$ cat config.mk
export PLATFORM = sky130hd
export DESIGN_NAME = spi_slave_rib_bridge
export DESIGN_NICKNAME = d
export VERILOG_FILES = /design/src/rtl/spi_slave_rib_bridge.sv
export SDC_FILE = /design/constraint.sdc
export NUM_CORES = 1
export LEC_CHECK = 0
export BUFFER_PORTS_ARGS = -buffer_cell sky130_fd_sc_hd__buf_4
export CORE_MARGIN = 4
export CORE_UTILIZATION = 58
export CTS_BUF_LIST = sky130_fd_sc_hd__clkbuf_2 sky130_fd_sc_hd__clkbuf_4 sky130_fd_sc_hd__clkbuf_8
export CTS_CLUSTER_SIZE = 24
export DETAILED_ROUTE_END_ITERATION = 16
export PLACE_DENSITY = 0.88
export SKIP_CTS_REPAIR_TIMING = 1
export SLEW_MARGIN = 20
export SYNTH_ARGS = -nofsm -noshare
export SYNTH_HDL_FRONTEND = slang
export SYNTH_SLANG_ARGS = --single-unit
$ cat constraint.sdc
create_clock -name clk -period 3.4 [get_ports clk]
set_clock_uncertainty 0.1 [all_clocks]
set_input_delay 0.68 -clock clk [delete_from_list [all_inputs] [get_ports clk]]
set_output_delay 0.68 -clock clk [all_outputs]
set_load 0.01 [all_outputs]
$ cat src/rtl/spi_slave_rib_bridge.sv
// SPI mode-0 target that bridges an external SPI host onto the RIB bus.
// Frame: [cmd 8][addr 32][write: data 32 | read: DUMMY_BITS turnaround, data 32 out].
// SCK/SS/MOSI are oversampled in the clk domain. f_clk must be at least 8x f_sck.
// DUMMY_BITS must be at least 1.
module spi_slave_rib_bridge #(
  parameter int unsigned SYNC_STAGES = 2,
  parameter logic [7:0]  CMD_WR      = 8'h02,
  parameter logic [7:0]  CMD_RD      = 8'h03,
  parameter int unsigned DUMMY_BITS  = 8
) (
  input  logic        clk,
  input  logic        rst,
  input  logic        spi_clk_i,
  input  logic        spi_ss_i,
  input  logic        spi_mosi_i,
  output logic        spi_miso_o,
  output logic        miso_oe_o,
  output logic        req_o,
  output logic        we_o,
  output logic [31:0] addr_o,
  output logic [31:0] wdata_o,
  input  logic [31:0] rdata_i,
  input  logic        gnt_i,
  output logic        busy_o
);

  typedef enum logic [3:0] {
    S_IDLE, S_CMD, S_ADDR, S_WDATA, S_WREQ,
    S_RREQ, S_DUMMY, S_RDATA, S_DONE, S_IGNORE
  } state_t;

  localparam logic [5:0] DUMMY_CNT  = 6'(DUMMY_BITS);
  localparam logic [5:0] DUMMY_LAST = 6'(DUMMY_BITS - 1);

  logic [SYNC_STAGES-1:0] sck_sync_q, ss_sync_q, mosi_sync_q;
  logic                   sck_prev_q;
  logic                   sck_s, ss_s, mosi_s, sck_rise, sck_fall;

  state_t      state_q;
  logic [5:0]  bitcnt_q;
  logic [7:0]  cmd_q;
  logic        is_rd_q;
  logic [31:0] addr_q, wdata_q, tx_q;
  logic        req_q, we_q, miso_q;
  logic [7:0]  cmd_shift;
  logic        dcnt_inc;
  logic [5:0]  dcnt_next;

  assign sck_s     = sck_sync_q[SYNC_STAGES-1];
  assign ss_s      = ss_sync_q[SYNC_STAGES-1];
  assign mosi_s    = mosi_sync_q[SYNC_STAGES-1];
  assign sck_rise  = sck_s & ~sck_prev_q;
  assign sck_fall  = ~sck_s & sck_prev_q;
  assign cmd_shift = {cmd_q[6:0], mosi_s};

  // While waiting for a read grant the dummy SCK rises keep being counted,
  // saturating once the turnaround phase is over.
  assign dcnt_inc  = sck_rise && (bitcnt_q != DUMMY_CNT);
  assign dcnt_next = bitcnt_q + {5'b0, dcnt_inc};

  assign spi_miso_o = miso_q & ~ss_s;
  assign miso_oe_o  = ~ss_s;
  assign req_o      = req_q;
  assign we_o       = we_q;
  assign addr_o     = addr_q;
  assign wdata_o    = wdata_q;
  assign busy_o     = (state_q != S_IDLE);

  // Pin synchronizers and SCK edge history
  always_ff @(posedge clk or negedge rst) begin
    if (!rst) begin
      sck_sync_q  <= '0;
      ss_sync_q   <= '1;
      mosi_sync_q <= '0;
      sck_prev_q  <= 1'b0;
    end else begin
      sck_sync_q  <= {sck_sync_q[SYNC_STAGES-2:0], spi_clk_i};
      ss_sync_q   <= {ss_sync_q[SYNC_STAGES-2:0], spi_ss_i};
      mosi_sync_q <= {mosi_sync_q[SYNC_STAGES-2:0], spi_mosi_i};
      sck_prev_q  <= sck_s;
    end
  end

  // Frame FSM with registered bus and MISO outputs
  always_ff @(posedge clk or negedge rst) begin
    if (!rst) begin
      state_q  <= S_IDLE;
      bitcnt_q <= '0;
      cmd_q    <= '0;
      is_rd_q  <= 1'b0;
      addr_q   <= '0;
      wdata_q  <= '0;
      tx_q     <= '0;
      req_q    <= 1'b0;
      we_q     <= 1'b0;
      miso_q   <= 1'b0;
    end else begin
      miso_q <= 1'b0;
      case (state_q)
        S_IDLE: begin
          if (!ss_s) begin
            state_q  <= S_CMD;
            bitcnt_q <= '0;
          end
        end
        S_CMD: begin
          if (ss_s) begin
            state_q <= S_IDLE;
          end else if (sck_rise) begin
            cmd_q <= cmd_shift;
            if (bitcnt_q == 6'd7) begin
              bitcnt_q <= '0;
              if (cmd_shift == CMD_WR) begin
                is_rd_q <= 1'b0;
                state_q <= S_ADDR;
              end else if (cmd_shift == CMD_RD) begin
                is_rd_q <= 1'b1;
                state_q <= S_ADDR;
              end else begin
                state_q <= S_IGNORE;
              end
            end else begin
              bitcnt_q <= bitcnt_q + 6'd1;
            end
          end
        end
        S_ADDR: begin
          if (ss_s) begin
            state_q <= S_IDLE;
          end else if (sck_rise) begin
            addr_q <= {addr_q[30:0], mosi_s};
            if (bitcnt_q == 6'd31) begin
              bitcnt_q <= '0;
              if (is_rd_q) begin
                state_q <= S_RREQ;
                req_q   <= 1'b1;
                we_q    <= 1'b0;
              end else begin
                state_q <= S_WDATA;
              end
            end else begin
              bitcnt_q <= bitcnt_q + 6'd1;
            end
          end
        end
        S_WDATA: begin
          if (ss_s) begin
            state_q <= S_IDLE;
          end else if (sck_rise) begin
            wdata_q <= {wdata_q[30:0], mosi_s};
            if (bitcnt_q == 6'd31) begin
              bitcnt_q <= '0;
              state_q  <= S_WREQ;
              req_q    <= 1'b1;
              we_q     <= 1'b1;
            end else begin
              bitcnt_q <= bitcnt_q + 6'd1;
            end
          end
        end
        S_WREQ: begin
          if (gnt_i) begin
            req_q   <= 1'b0;
            we_q    <= 1'b0;
            state_q <= ss_s ? S_IDLE : S_DONE;
          end
        end
        S_RREQ: begin
          bitcnt_q <= dcnt_next;
          if (gnt_i) begin
            req_q <= 1'b0;
            tx_q  <= rdata_i;
            if (ss_s) begin
              state_q <= S_IDLE;
            end else if (dcnt_next != DUMMY_CNT) begin
              state_q <= S_DUMMY;
            end else if (dcnt_inc) begin
              // grant coincides with the last dummy rise: data still on time
              state_q  <= S_RDATA;
              bitcnt_q <= '0;
            end else begin
              // turnaround already over: host clocks out zeros
              state_q <= S_DONE;
            end
          end
        end
        S_DUMMY: begin
          if (ss_s) begin
            state_q <= S_IDLE;
          end else if (sck_rise) begin
            if (bitcnt_q == DUMMY_LAST) begin
              bitcnt_q <= '0;
              state_q  <= S_RDATA;
            end else begin
              bitcnt_q <= bitcnt_q + 6'd1;
            end
          end
        end
        S_RDATA: begin
          if (ss_s) begin
            state_q <= S_IDLE;
          end else begin
            miso_q <= miso_q;
            if (sck_fall) begin
              miso_q <= tx_q[31];
              tx_q   <= {tx_q[30:0], 1'b0};
            end
            if (sck_rise) begin
              if (bitcnt_q == 6'd31) begin
                state_q <= S_DONE;
              end else begin
                bitcnt_q <= bitcnt_q + 6'd1;
              end
            end
          end
        end
        S_DONE, S_IGNORE: begin
          if (ss_s) begin
            state_q <= S_IDLE;
          end
        end
        default: state_q <= S_IDLE;
      endcase
    end
  end

endmodule

Yosys cells after proc, flatten, opt, wreduce, memory -nomap -nowiden
Index checks and enable logic that the tools add are counted.
- bits in registers: 124
- input port bits: 38
- word-level logic and storage cells: 154
- add/sub/neg operators: 2
- mux-type cells: 65
- equal/unequal tests: 46
- bitwise gates (word level): 6
- reductions and logical operators: 21
- operators by type and width (kind ; count):
    2-to-1 mux 4 bit ; 25
    2-to-1 mux 32 bit ; 3
    2-to-1 mux 6 bit ; 14
    case mux 32 bit (2 select lines) ; 1
    case mux 4 bit (9 select lines) ; 1
    inequality test 2 bit (second input constant) ; 17
    inequality test 3 bit (second input constant) ; 11
    case mux 6 bit (5 select lines) ; 1
    AND reduction 9 bit ; 3
    2-to-1 mux 1 bit ; 17
    equality test 4 x 3 -> 1 bit (second input constant) ; 4
    equality test 8 x 2 -> 1 bit (second input constant) ; 2
    AND reduction 14 bit ; 1
    inequality test 6 x 4 -> 1 bit (second input constant) ; 2
    AND reduction 3 bit ; 3
    equality test 4 x 2 -> 1 bit (second input constant) ; 2
    equality test 4 bit (second input constant) ; 2
    OR reduction 2 bit ; 4
    adder 6 x 1 -> 6 bit ; 1
    adder 6 x 1 -> 6 bit (second input constant) ; 1
    equality test 6 x 3 -> 1 bit (second input constant) ; 1
    equality test 6 x 5 -> 1 bit (second input constant) ; 1
    inequality test 2 x 1 -> 1 bit (second input constant) ; 3
    case mux 1 bit (3 select lines) ; 2
    other kinds (12) ; 18

Logic depth before layout (Yosys ltp)
Gate-level depths: netlist of the first run.
- depth in word-level cells: 9
- gate-level depth with buffers: 11

Least setup slack after synthesis of the first run
No wires, ideal clock.
- kind: reg2reg
- from: register bitcnt_q[0]
- to: register state_q[0]
- slack: 847 ps
- arrival: 2387 ps
- library setup time: 66 ps
- period minus slack after synthesis: 2553 ps
- required time: 3234 ps
- stages on the path, launching flop included: 12
- cell sequence: dfrtp_1 inv_1 ha_1 a31oi_4 ha_1 ha_1 nand2_1 o32ai_1 o211ai_1 or4_1 a21oi_1 mux2_1
- cells in the longest elaborated chain, start to end: 8
- elaborated cells on any way between the ends: 17
- classes of those cells: 1 x add/sub; 9 x eq/ne; 5 x mux; 2 x reduce/logical
- RTL lines (what ; line ; text):
    start: declaration ; 40 ; logic [5:0] bitcnt_q;
    start signal: assignment ; 123 ; bitcnt_q <= bitcnt_q + 6'd1;
    start signal: assignment ; 142 ; bitcnt_q <= bitcnt_q + 6'd1;
    start signal: assignment ; 157 ; bitcnt_q <= bitcnt_q + 6'd1;
    inequality test 6 x 4 -> 1 bit ; 58 ; assign dcnt_inc = sck_rise && (bitcnt_q != DUMMY_CNT);
    logical AND 1 bit ; 58 ;
    adder 6 x 1 -> 6 bit ; 59 ; assign dcnt_next = bitcnt_q + {5'b0, dcnt_inc};
    inequality test 6 x 4 -> 1 bit ; 175 ; end else if (dcnt_next != DUMMY_CNT) begin
    2-to-1 mux 4 bit ; 175 ;
    2-to-1 mux 4 bit ; 173 ; if (ss_s) begin
    2-to-1 mux 4 bit ; 170 ; if (gnt_i) begin
    case mux 4 bit (9 select lines) ; 99 ; case (state_q)
    end signal: assignment ; 165 ; state_q <= ss_s ? S_IDLE : S_DONE;
    end: declaration ; 39 ; state_t state_q;
Several ways; a longest one is shown, not always the timed one. The select of a mux whose other input is x is not followed.
A chain may end at the register's enable or synchronous reset.

Worst setup path after layout of the first run
Same ends and word-level chain as after synthesis.

==> results of run 1 <==
==> cells by family (layout without fill, tap and decap cells) <==
family          count (synthesis)  in the layout  share of synthesized area [%]
flops                         124            124                           53.8
simple gates                  109            109                           9.82
mux                           108            108                           20.4
compound gates                 92             92                           10.8
buf+inv                        40            158                           3.23
fa+ha+maj                       6              6                           1.30
xor+xnor                        5              5                          0.759
==> per-stage QoR <==
step                      total power [mW]  hold WS, ns  util, %  area (um2)  setup WS, ns
after floorplan                       2.70        0.231        -        5770         0.847
after global placement                2.98        0.235     68.7        6680         0.559
after detailed placement              3.03        0.236     68.7        6680         0.511
after CTS                             4.35        0.184     72.8        7090         0.486
after global routing                  4.59        0.204     72.8        7090         0.229
final                                 4.33        0.167     72.8        7090         0.492
==> cells in the final DEF (no fill, tap or decap), types with 6 or more instances in the layout <==
cell type  netlist  routed
nand2_1         43      43
dfrtp_1        122     122
clkbuf_8         0      18
o21ai_1          6       6
ha_1             6       6
a21oi_1         10      10
o21ai_0         41      41
buf_4            5     113
nor2_1          16      16
nand3_1         11      10
nor3_1           8       8
nor2b_1          6       6
inv_6            0       6
mux2_2          71      71
inv_1           10      10
mux2i_1         33      33
nand2b_1         7       7
==> synth_stat cells (4+ instances only) <==
cell and count:
dfrtp_1 122, mux2_2 71, nand2_1 43, o21ai_0 41, mux2i_1 33, nor2_1 16, buf_2 14, nand3_1 11
a21oi_1 10, inv_1 10, clkbuf_1 8, nor3_1 8, nand2b_1 7, ha_1 6, nor2b_1 6, o21ai_1 6
buf_4 5, and3_1 4, mux2_1 4, o211ai_1 4, xnor2_1 4
==> report_power, final <==
part	switching, mW	internal [mW]
sequential	0.239	1.72
clock	0.632	0.685
combinational	0.604	0.455
==> path summary, 6_finish.rpt <==
path	slack, ns	cells after the start	to
max in group asynchronous	2.21	2	state_q[0]
min in group clk	0.24	0	sck_sync_q[1]
worst min register to register	0.24	0	sck_sync_q[1]
worst max-delay path	0.49	11	state_q[0]
worst min-delay path	0.17	1	addr_o[23]
worst max register to register	0.49	11	state_q[0]
==> state kept, by name, summed over array words and instances (netlist names) <==
register,cells
req_o,1
state_q,4
cmd_q,7
bitcnt_q,6
sck_prev_q,1
we_o,1
mosi_sync_q,2
miso_q,1
is_rd_q,1
addr_o,32
tx_q,32
ss_sync_q,2
wdata_o,32
sck_sync_q,2
==> cell type report <==
| type | count | area (um2) |
|---|---|---|
| Clock buffer | 18 | 248 |
| Clock inverter | 14 | 158 |
| Fill cell | 705 | 2640 |
| Inverter | 12 | 45.0 |
| Multi-Input combinational cell | 320 | 2490 |
| Sequential cell | 124 | 3110 |
| Tap cell | 133 | 166 |
| Timing Repair Buffer | 114 | 868 |
==> layer usage <==
metal / vias to the layer above / global-route usage [%] / routed length (um)
met5: - / 0 / 0
met4: 0 / 9.11 / 194
met3: 19 / 5.94 / 851
met2: 124 / 37.6 / 6380
met1: 2015 / 29.7 / 5200
li1: 1949 / - / -
==> results.toml, run 1 <==
[synthesis]
synth-main-ff-cell = "dfrtp_1"
synth.avg_cell_area_um2 = 11.9
synthArstFlopShare_pct = 100
ys_seq_area_share_pct = 53.8
yosysUniqueCellTypes = 63
synth_edf_count = 0
ys_top_cells_by_area = "dfrtp_1 (53%), mux2_2 (14%), mux2i_1 (5.7%), o21ai_0 (3.6%), nand2_1 (2.8%)"
syn_nets = 528
synth_top_area_share_pct = 52.9
yosys_warnings = 0
synth_largest_area_cell = "dfrtp_1"
synthesis.area_um2 = 5770
syn_inst = 484
ys_seq_elements = 124

[place]
gp_congestion = 0.919
place_inst = 703
port_buffers = 106
place_hpwl_mm = 8.79

[floorplanning]
core_um2 = 9730
start_util_pct = 59.3
io_pins = 107
die_h_um = 108
dieArea_um2 = 11600
rows = 36
die_w_um = 108

[job]
cap_viol_max_count = 0

[clocking]
numCtsBuffers = 17
cts-htree-levels = 4
cts_tree = "done"
clock_path_buffers = 2
clk_root_buffer_cell = "clkbuf_8"
clk_pin_slew_ns = 0.08
clock_latency_ns = 0.43
cts_sinks = 124

[worst_hold_path]
worstHoldPathType = "in -> async"

[critical_path]
cp_max_fo = 7
critPathRequiredTime_ns = 3.66
cp-startpoint = "bitcnt_q[0]"
slowest_stage = "dfrtp_1"
critPathMaxStageDelay_ns = 0.46
arrival_ns = 3.17
worstSetupStartpointType = "register"
critPathMostFrequentCell = "ha_1"
critical_path_class = "reg -> reg"
r2r-start = "bitcnt_q[0]"
crit_chain = "inv_1 > ha_1 > a31oi_4 > ha_1 > ha_1 > nand2_1 > o32ai_1 > o211ai_1 > or4_1 > a21oi_1 > mux2_1"
crit_family = "compound AO/OA/AOI/OAI gates"
critPathCaptureType = "register"
path_buf_inv = 1

[drt]
ant_nets = 0
drt_iter0_drc = 220
drc_errors = 0
via_per_inst = 5.59
wl_per_cell_um = 17.2
drtPass1Iterations = 5
routed_wirelength_mm = 12.6
num_vias = 4107

[grt]
grt_max_degree = 65
grt_pass1_vias = 4348
grt_first_pass_wirelength_mm = 21.1
grt-ovfl-total = 0
antenna_found_initial = 0
grt_usage_pct = 23.1

[sta]
finalSetupViolCount = 0
timing.fmax_mhz = 344
period_needed_ns = 2.91
hold_viol = 0
rsz0062_at_grt = "no"
finalCritPeriodShare_pct = 85.5
setup-tns-final_ns = 0
max_slew_margin_pct = 44.2
worst_slew_pin_slew_ns = 0.831
drv_slew = 0

[finish]
syn2layout_area_growth_pct = 22.7
antennaDiodeCount = 0
final_cell_count_no_fill = 735
fin_nets = 633
drive_gt1_share_pct = 38.7

[status]
status = "finished clean"

[pwr]
p_leak_nw = 3.65
powerDensity_nw_per_um2 = 611
vdd_drop_max_mv = 0.377
(Power assumes the default switching activity.)
==> run 2, diff against run 1 <==
--- a/config.mk
+++ b/config.mk
@@ -5,13 +5,13 @@
 export SDC_FILE = /design/constraint.sdc
 export NUM_CORES = 1
 export LEC_CHECK = 0
-export BUFFER_PORTS_ARGS = -buffer_cell sky130_fd_sc_hd__buf_4
+export BUFFER_PORTS_ARGS = -buffer_cell sky130_fd_sc_hd__buf_2
 export CORE_MARGIN = 4
-export CORE_UTILIZATION = 58
+export CORE_UTILIZATION = 55
 export CTS_BUF_LIST = sky130_fd_sc_hd__clkbuf_2 sky130_fd_sc_hd__clkbuf_4 sky130_fd_sc_hd__clkbuf_8
 export CTS_CLUSTER_SIZE = 24
 export DETAILED_ROUTE_END_ITERATION = 16
-export PLACE_DENSITY = 0.88
+export PLACE_DENSITY = 0.84
 export SKIP_CTS_REPAIR_TIMING = 1
 export SLEW_MARGIN = 20
 export SYNTH_ARGS = -nofsm -noshare
==> results.toml, run 2 (synthesis gave the netlist of run 1 again) <==
[status]
status = "finished clean"

[critical_path]
path_buf_inv = 0
r2r_setup_slack_ns = 0.45
critPathCaptureType = "register"
reg2reg_depth = 10
slowest_stage = "dfrtp_1"
arrival_ns = 3.23
cp-startpoint = "bitcnt_q[3]"
cp_max_fo = 10
r2r-start = "bitcnt_q[3]"
crit_chain = "nor2b_1 > a31oi_4 > ha_1 > ha_1 > nand2_1 > o32ai_1 > o211ai_1 > or4_1 > a21oi_1 > mux2_1"
crit_family = "compound AO/OA/AOI/OAI gates"
worstSetupStartpointType = "register"
cp-endpoint = "state_q[0]"
worstSetupPathDepth = 10
critPathMaxStageDelay_ns = 0.52
critPathMostFrequentCell = "ha_1"
r2r_end = "state_q[0]"
critical_path_class = "reg -> reg"
critPathRequiredTime_ns = 3.67

[grt]
grt_max_degree = 65
grt_pass1_vias = 4235
antenna_found_initial = 0
grt-ovfl-total = 0
grt_first_pass_wirelength_mm = 20.9
grt_usage_pct = 21.1

[clocking]
clk_root_buffer_cell = "clkbuf_8"
clk_pin_slew_ns = 0.08
cts-htree-levels = 4
clock_path_buffers = 2
numCtsBuffers = 17
cts_tree = "done"
cts_sinks = 124
clock_latency_ns = 0.44

[floorplanning]
dieArea_um2 = 12200
io_pins = 107
core_um2 = 10300
die_h_um = 110
start_util_pct = 56.2
rows = 37
die_w_um = 110

[pwr]
p_seq_share_pct = 45.1
p_sw_mw = 1.47
switching_share_pct = 33.7
p_leak_nw = 3.63
combPwrFrac_pct = 23.7
cell_internal_pwr_mw = 2.89
clock_power_share_pct = 31.3
vdd_drop_max_mv = 0.337
powerDensity_nw_per_um2 = 636

[finish]
drive_gt1_share_pct = 38.8
layout_common_cells = "dfrtp_1 (122), buf_2 (105), mux2_2 (71), nand2_1 (43), o21ai_0 (41)"
syn2layout_area_growth_pct = 18.7
final_common_cell = "dfrtp_1"
post-route-util_pct = 66.7
fillers = 812
antennaDiodeCount = 0
fin_nets = 634

[drt]
drt_iter0_drc = 204
drtPass1Iterations = 4
via_per_inst = 5.54
num_vias = 4097
routed_wirelength_mm = 12.1
drc_errors = 0
wl_per_cell_um = 16.3
ant_nets = 0

[worst_hold_path]
worstHoldPathType = "in -> async"

[sta]
max_slew_margin_pct = 45.3
hold_viol = 0
worst_slew_pin_slew_ns = 0.814
timing.fmax_mhz = 339
period_needed_ns = 2.95
drv_slew = 0
finalCritPeriodShare_pct = 86.8
rsz0062_at_grt = "no"
finalSetupViolCount = 0
setup-tns-final_ns = 0

[place]
place_hpwl_mm = 8.39
port_buffers = 106
gp_congestion = 0.919

[job]
cap_viol_max_count = 0
[run 2: cell count changes in the layout (fill, tap and decap cells not counted)]
cell / before / now
clkinv_2: 1 / 0
clkbuf_8: 18 / 17
bufinv_16: 2 / 3
clkinv_4: 2 / 3
buf_2: 0 / 105
inv_6: 6 / 4
clkinvlp_4: 3 / 5
buf_4: 113 / 9
[run 2: worst min path at each step]
stage | cells after the start | start | endpoint | slack [ns]
after floorplan | 0 | mosi_sync_q[0] | mosi_sync_q[1] | 0.23
after global placement | 0 | mosi_sync_q[0] | mosi_sync_q[1] | 0.23
after global routing | 1 | spi_mosi_i | mosi_sync_q[0] | 0.20
final | 1 | rst | tx_q[12] | 0.21
after detailed placement | 0 | mosi_sync_q[0] | mosi_sync_q[1] | 0.24
after CTS | 1 | spi_mosi_i | mosi_sync_q[0] | 0.21
[run 2: power groups by stage]
stage / logic [mW] / registers, mW / clock network [mW]
2_1_floorplan: 0.840 / 1.86 / 0
3_5_place_dp: 1.03 / 1.98 / 0
6_report: 1.03 / 1.96 / 1.36
4_1_cts: 1.04 / 1.96 / 1.39
5_1_grt: 1.16 / 2.01 / 1.46
3_3_place_gp: 1.01 / 1.97 / 0
[run 2: routing by layer]
layer	GRT usage, %	routed length [um]	vias up
met1	27.2	5190	2012
met3	6.68	726	26
met5	0	0	-
li1	-	-	1948
met4	8.95	257	0
met2	33.1	5900	111
[run 2: layout make-up]
| cell class | count | area (um2) | area share [%] |
|---|---|---|---|
| Clock inverter | 15 | 189 | 2.76 |
| Sequential cell | 124 | 3110 | 45.3 |
| Tap cell | 136 | 170 | 2.48 |
| Timing Repair Buffer | 115 | 613 | 8.95 |
| Clock buffer | 17 | 234 | 3.41 |
| Multi-Input combinational cell | 320 | 2490 | 36.4 |
| Inverter | 12 | 45.0 | 0.657 |
[run 2: worst register-to-register path, delay by kind of cell, from the launching register on]
kind	cells	cell delay, ns
DFF	1	0.52
and+or+nand+nor	3	0.79
AOI/OAI and AO/OA	4	0.87
muxes	1	0.16
adders and majority gates	2	0.47
[run 2: stage by stage]
step | area (um2) | hold WS, ns | power [mW] | std cells | worst slack (ns)
finish | 6850 | 0.206 | 4.36 | 739 | 0.447
floorplan | 5770 | 0.231 | 2.70 | 484 | 0.847
CTS | 6850 | 0.212 | 4.38 | 739 | 0.489
global placement | 6430 | 0.232 | 2.98 | 707 | 0.554
detailed placement | 6430 | 0.244 | 3.01 | 707 | 0.506
global route | 6850 | 0.201 | 4.63 | 739 | 0.176
